**src/rtl/pixel_sequencer.sv**
```systemverilog
// pixel_sequencer
//   Walks every pixel of a frame in raster order and, inside each pixel,
//   every enabled layer, emitting one (x, y, layer) beat per accepted
//   valid/ready handshake. Also drives the layer counter's increment strobe
//   and active-low per-pixel clear.
//
// Ports
//   clk          in   clock, all state changes on the rising edge
//   reset        in   asynchronous active-low reset
//   frame_start  in   start request, honoured only in IDLE
//   abort        in   synchronous frame abort, honoured only in RUN
//   layer_max    in   [4:0] last enabled layer index, latched on start
//   out_ready    in   downstream accepts the current beat
//   out_valid    out  beat present on pixel_x / pixel_y / layer
//   pixel_x      out  [9:0] current column
//   pixel_y      out  [8:0] current line
//   layer        out  [4:0] current layer
//   last_layer   out  beat is the last layer of its pixel
//   last_pixel   out  beat is the final beat of the frame
//   layer_inc    out  accepted-beat strobe
//   layer_clr_n  out  low on acceptance of a last_layer beat
//   busy         out  high in RUN and DONE
//   frame_done   out  one-cycle pulse on normal frame completion
module pixel_sequencer #(
  parameter int H_PIXELS = 320,
  parameter int V_PIXELS = 240
) (
  input  logic       clk,
  input  logic       reset,
  input  logic       frame_start,
  input  logic       abort,
  input  logic [4:0] layer_max,
  input  logic       out_ready,
  output logic       out_valid,
  output logic [9:0] pixel_x,
  output logic [8:0] pixel_y,
  output logic [4:0] layer,
  output logic       last_layer,
  output logic       last_pixel,
  output logic       layer_inc,
  output logic       layer_clr_n,
  output logic       busy,
  output logic       frame_done
);

  typedef enum logic [1:0] {
    S_IDLE,
    S_RUN,
    S_DONE
  } state_e;

  localparam logic [9:0] X_LAST = 10'(H_PIXELS - 1);
  localparam logic [8:0] Y_LAST = 9'(V_PIXELS - 1);

  state_e     state_q, state_d;
  logic [9:0] x_q, x_d;
  logic [8:0] y_q, y_d;
  logic [4:0] layer_q, layer_d;
  logic [4:0] lmax_q, lmax_d;

  logic is_last_layer;
  logic is_last_pixel;
  logic accept;

  // Flags depend only on registered state, so out_valid never sees out_ready.
  assign is_last_layer = (layer_q == lmax_q);
  assign is_last_pixel = is_last_layer && (x_q == X_LAST) && (y_q == Y_LAST);
  assign accept        = (state_q == S_RUN) && out_ready;

  // State register
  // NOTE: sequential state uses non-blocking assignments so every register
  // samples the pre-edge values of the others, independent of block order.
  always_ff @(posedge clk or negedge reset) begin
    if (!reset) begin
      state_q <= S_IDLE;
      x_q     <= '0;
      y_q     <= '0;
      layer_q <= '0;
      lmax_q  <= '0;
    end else begin
      state_q <= state_d;
      x_q     <= x_d;
      y_q     <= y_d;
      layer_q <= layer_d;
      lmax_q  <= lmax_d;
    end
  end

  // Next-state logic
  // NOTE: every signal gets a hold/default value first so no path through
  // the case leaves it unassigned, which would infer a latch.
  always_comb begin
    state_d = state_q;
    x_d     = x_q;
    y_d     = y_q;
    layer_d = layer_q;
    lmax_d  = lmax_q;
    unique case (state_q)
      S_IDLE: begin
        if (frame_start) begin
          lmax_d  = layer_max;
          x_d     = '0;
          y_d     = '0;
          layer_d = '0;
          state_d = S_RUN;
        end
      end
      S_RUN: begin
        // Abort beats a coincident accept: the beat still strobes layer_inc
        // combinationally, but the walk does not advance.
        if (abort) begin
          x_d     = '0;
          y_d     = '0;
          layer_d = '0;
          state_d = S_IDLE;
        end else if (accept) begin
          if (is_last_pixel) begin
            x_d     = '0;
            y_d     = '0;
            layer_d = '0;
            state_d = S_DONE;
          end else if (!is_last_layer) begin
            layer_d = layer_q + 5'd1;
          end else begin
            layer_d = '0;
            if (x_q == X_LAST) begin
              x_d = '0;
              y_d = y_q + 9'd1;
            end else begin
              x_d = x_q + 10'd1;
            end
          end
        end
      end
      S_DONE:  state_d = S_IDLE;
      default: state_d = S_IDLE;
    endcase
  end

  // Output logic
  always_comb begin
    out_valid   = (state_q == S_RUN);
    busy        = (state_q != S_IDLE);
    frame_done  = (state_q == S_DONE);
    pixel_x     = x_q;
    pixel_y     = y_q;
    layer       = layer_q;
    last_layer  = is_last_layer;
    last_pixel  = is_last_pixel;
    layer_inc   = accept;
    layer_clr_n = !(accept && is_last_layer);
  end

endmodule

```
**config.mk**
```make
export PLATFORM = sky130hd
export DESIGN_NAME = pixel_sequencer
export DESIGN_NICKNAME = d
export VERILOG_FILES = /design/src/rtl/pixel_sequencer.sv
export SDC_FILE = /design/constraint.sdc
export NUM_CORES = 1
export LEC_CHECK = 0
export CAP_MARGIN = 0
export CORE_ASPECT_RATIO = 0.5
export CORE_UTILIZATION = 50
export CTS_BUF_LIST = sky130_fd_sc_hd__clkbuf_16
export CTS_CLUSTER_DIAMETER = 30
export DETAILED_ROUTE_END_ITERATION = 7
export PLACE_DENSITY = 0.81
export SKIP_CTS_REPAIR_TIMING = 1
export SKIP_LAST_GASP = 1
export SLEW_MARGIN = 30
export SYNTH_ARGS = -nofsm -noshare
export SYNTH_HDL_FRONTEND = slang
export SYNTH_SLANG_ARGS = --single-unit
```
**constraint.sdc**
```tcl
create_clock -name clk -period 2.85 [get_ports clk]
set_input_delay 0.855 -clock clk [delete_from_list [all_inputs] [get_ports clk]]
set_output_delay 0.855 -clock clk [all_outputs]
set_load 0.1 [all_outputs]
```
==> key figures <==
Run status
  • Status: complete, no violations

Yosys
  • Asr flop ratio synth: 1.00
  • Cell Area, Synth: 1770 µm²
  • Seq cells post-synth: 31
  • Number of synthesized flops with an enable pin: 0
  • Yosys Warn Count: 0
  • Syn Inst Count: 182
  • Main synth FF type: dfrtp_1
  • Register area share after synthesis: 0.438
  • Synth Net Count: 195
  • Avg Inst Size Synth: 9.72 µm²
  • Yosys cell types: 45

Timing
  • Max Transition Viols Final: 0
  • Tmin final: 2.85 ns
  • Fmax: 0.351 GHz
  • Max transition margin: 0.505
  • Setup TNS: 0 ns
  • Clk_skew: 0.00435 ns
  • Fin crit share: 1.00
  • Final setup vio count: 0
  • Final setup margin: 0.000771 ns
  • Hold slack: 0.531 ns
  • Worst-Margin Slew: 0.734 ns
  • Final hold violations: 0
  • RSZ-0062 raised after global routing: yes

Drt
  • Via count: 1,622
  • Initial DRT Pass Iterations: 4
  • Drt initial violations: 113
  • Final wirelength: 4.44 mm
  • Via density: 5.77
  • Antenna Nets Post-Route: 0
  • DRC: 0
  • Avg WL per Cell: 15.8 µm

Global route
  • Initial antenna violation count: 0
  • Global routing met1 resource utilization: 0.365
  • Vias in the first global route: 1,550
  • GRT Util Overall: 0.264
  • Met2 Use GR: 0.425
  • First-pass GRT wire length: 7.41 mm
  • Top Usage Layer GRT: met2
  • GR met3 Demand/Resource: 0.0690
  • GRT overflow: 0
  • Largest net degree at the start of global routing: 32

Finish
  • Layout filler cell count: 241
  • Finished Layout Cells: 281
  • Util after Layout: 0.767
  • N_diodes: 0
  • Nets: 245
  • Commonest cells after routing, fill and taps aside: buf_4 (36), nor2_1 (16), nand2_1 (14)
  • Area Growth Syn to Fin: 38.2%
  • Share of cells above drive strength 1: 0.373
  • Most common cell after layout, fill and taps aside: buf_4
  • Design area: 2440 µm²

Power and ir drop
  • Peak supply drop: 386 µV
  • Leakage dissipation: 1.00 nW
  • Sequential fraction of design power: 0.365
  • Design Power: 1.42 mW
  • Pint: 0.915 mW
  • Sw Ratio: 0.355
  • Combinational fraction of design power: 0.287
  • NetSw: 0.505 mW
  • PD cells: 581 nW/µm²
  • Power share of the clock group: 0.348

CTS
  • Clock transition at path regs: 0.05 ns
  • Total clock buffers created by CTS: 5
  • Clock latency at the later pin of the worst-skew pair: 0.27 ns
  • Sink Count: 31
  • TritonCTS clock tree: done
  • Clk buf depth: 2
  • Clock Tree Root: clkbuf_16
  • H-tree depth: 2

Critical path
  • WP buf/inv: 1
  • Critical path class: reg -> out
  • CP endpoint kind: output pin
  • CP max stage cell: dfrtp_4
  • Worst setup SP type: flip-flop
  • Delay-heaviest family, CP: simple AND/OR/NAND/NOR gates
  • CP Cell Sequence: or3b_4, or3_4, nor4_4, buf_12
  • Crit path largest cell delay: 0.49 ns
  • Worst endpoint required time: 2.00 ns
  • Critical path arrival: 1.99 ns
  • Crit Path Max Fanout: 4

Place
  • Final Wtd Congestion: 0.870
  • Placed cells: 273
  • Dpl ws: -0.0609 ns
  • Placed cell area: 2310 µm²
  • Post-DP HPWL: 3.20 mm
  • Buffers on Ports: 40

Floorplan
  • Row count: 14
  • Die Area: 3790 µm²
  • Chip Height: 44.1 µm
  • Starting Density: 0.555
  • Core area: 3190 µm²
  • # IOs: 41
  • Chip width: 86.1 µm

Min path
  • Hold Path Class: reg -> reg

Flow run
  • MaxCap Viol Count: 0
## cells by family (layout without fill, tap and decap cells)
kind of cell	Yosys count	in the layout	share of synthesized area
buffers and inverters	7	58	0.0212
multiplexers	6	6	0.0382
AO/OA/AOI/OAI	44	44	0.160
flip-flops	31	31	0.438
AND/OR/NAND/NOR	82	82	0.277
XOR/XNOR	9	9	0.0446
adder cells (fa/ha/maj)	3	3	0.0212
## area by class of cell
| type | instances | area, µm² | area share |
|---|---|---|---|
| clock buffers | 5 | 125 | 0.0512 |
| flip-flops and latches | 31 | 818 | 0.335 |
| well taps | 48 | 60.1 | 0.0246 |
| repair buffers | 49 | 440 | 0.180 |
| clock inverters | 3 | 12.5 | 0.00512 |
| inverters | 1 | 3.75 | 0.00154 |
| multi-input cells | 144 | 985 | 0.403 |
## worst paths after layout
kind	start	end	slack, ns	depth (start not counted)
max in group asynchronous	reset	pixel_x[1]	1.55	2
worst min-delay path	lmax_q[3]	lmax_q[3]	0.53	1
worst max register to register	layer[3]	pixel_x[8]	0.41	5
worst max-delay path	pixel_x[9]	last_pixel	0.0008	4
min in group asynchronous	reset	pixel_y[8]	0.98	2
worst min register to register	lmax_q[3]	lmax_q[3]	0.53	1
## registers in the layout, summed over array words and instances (netlist names)
signal   cells
pixel_x     10
pixel_y      9
layer        5
lmax_q       5
state_q      2
## power by group through the flow
stage | sequential [mW] | combinational, mW | clock [mW]
floorplan | 0.614 | 0.199 | 0
CTS | 0.517 | 0.406 | 0.495
finish | 0.518 | 0.407 | 0.494
global route | 0.523 | 0.431 | 0.513
detailed placement | 0.525 | 0.403 | 0
global placement | 0.522 | 0.395 | 0
## synthesized netlist by cell type (3+ instances only)
cell type	number	area, µm²
or3_1	7	43.8
mux2_2	6	67.6
nand4_1	6	37.5
dfrtp_1	31	776
nand2_1	15	56.3
or4_1	3	22.5
nand3_1	7	35.0
and4_1	3	26.3
xor2_1	3	26.3
clkbuf_1	4	15.0
a21oi_1	10	50.1
ha_1	3	37.5
xnor2_1	6	52.6
o31ai_1	13	97.6
nor2_1	17	63.8
o21ai_0	13	65.1
## per-layer routing
| layer | vias up | share of wire |
|---|---|---|
| met2 | 46 | 0.46 |
| met4 | 0 | 0.0061 |
| met3 | 4 | 0.054 |
| met5 | - | 0 |
| met1 | 793 | 0.48 |
| li1 | 779 | - |
No activity file was read; power rests on OpenSTA's default activity.
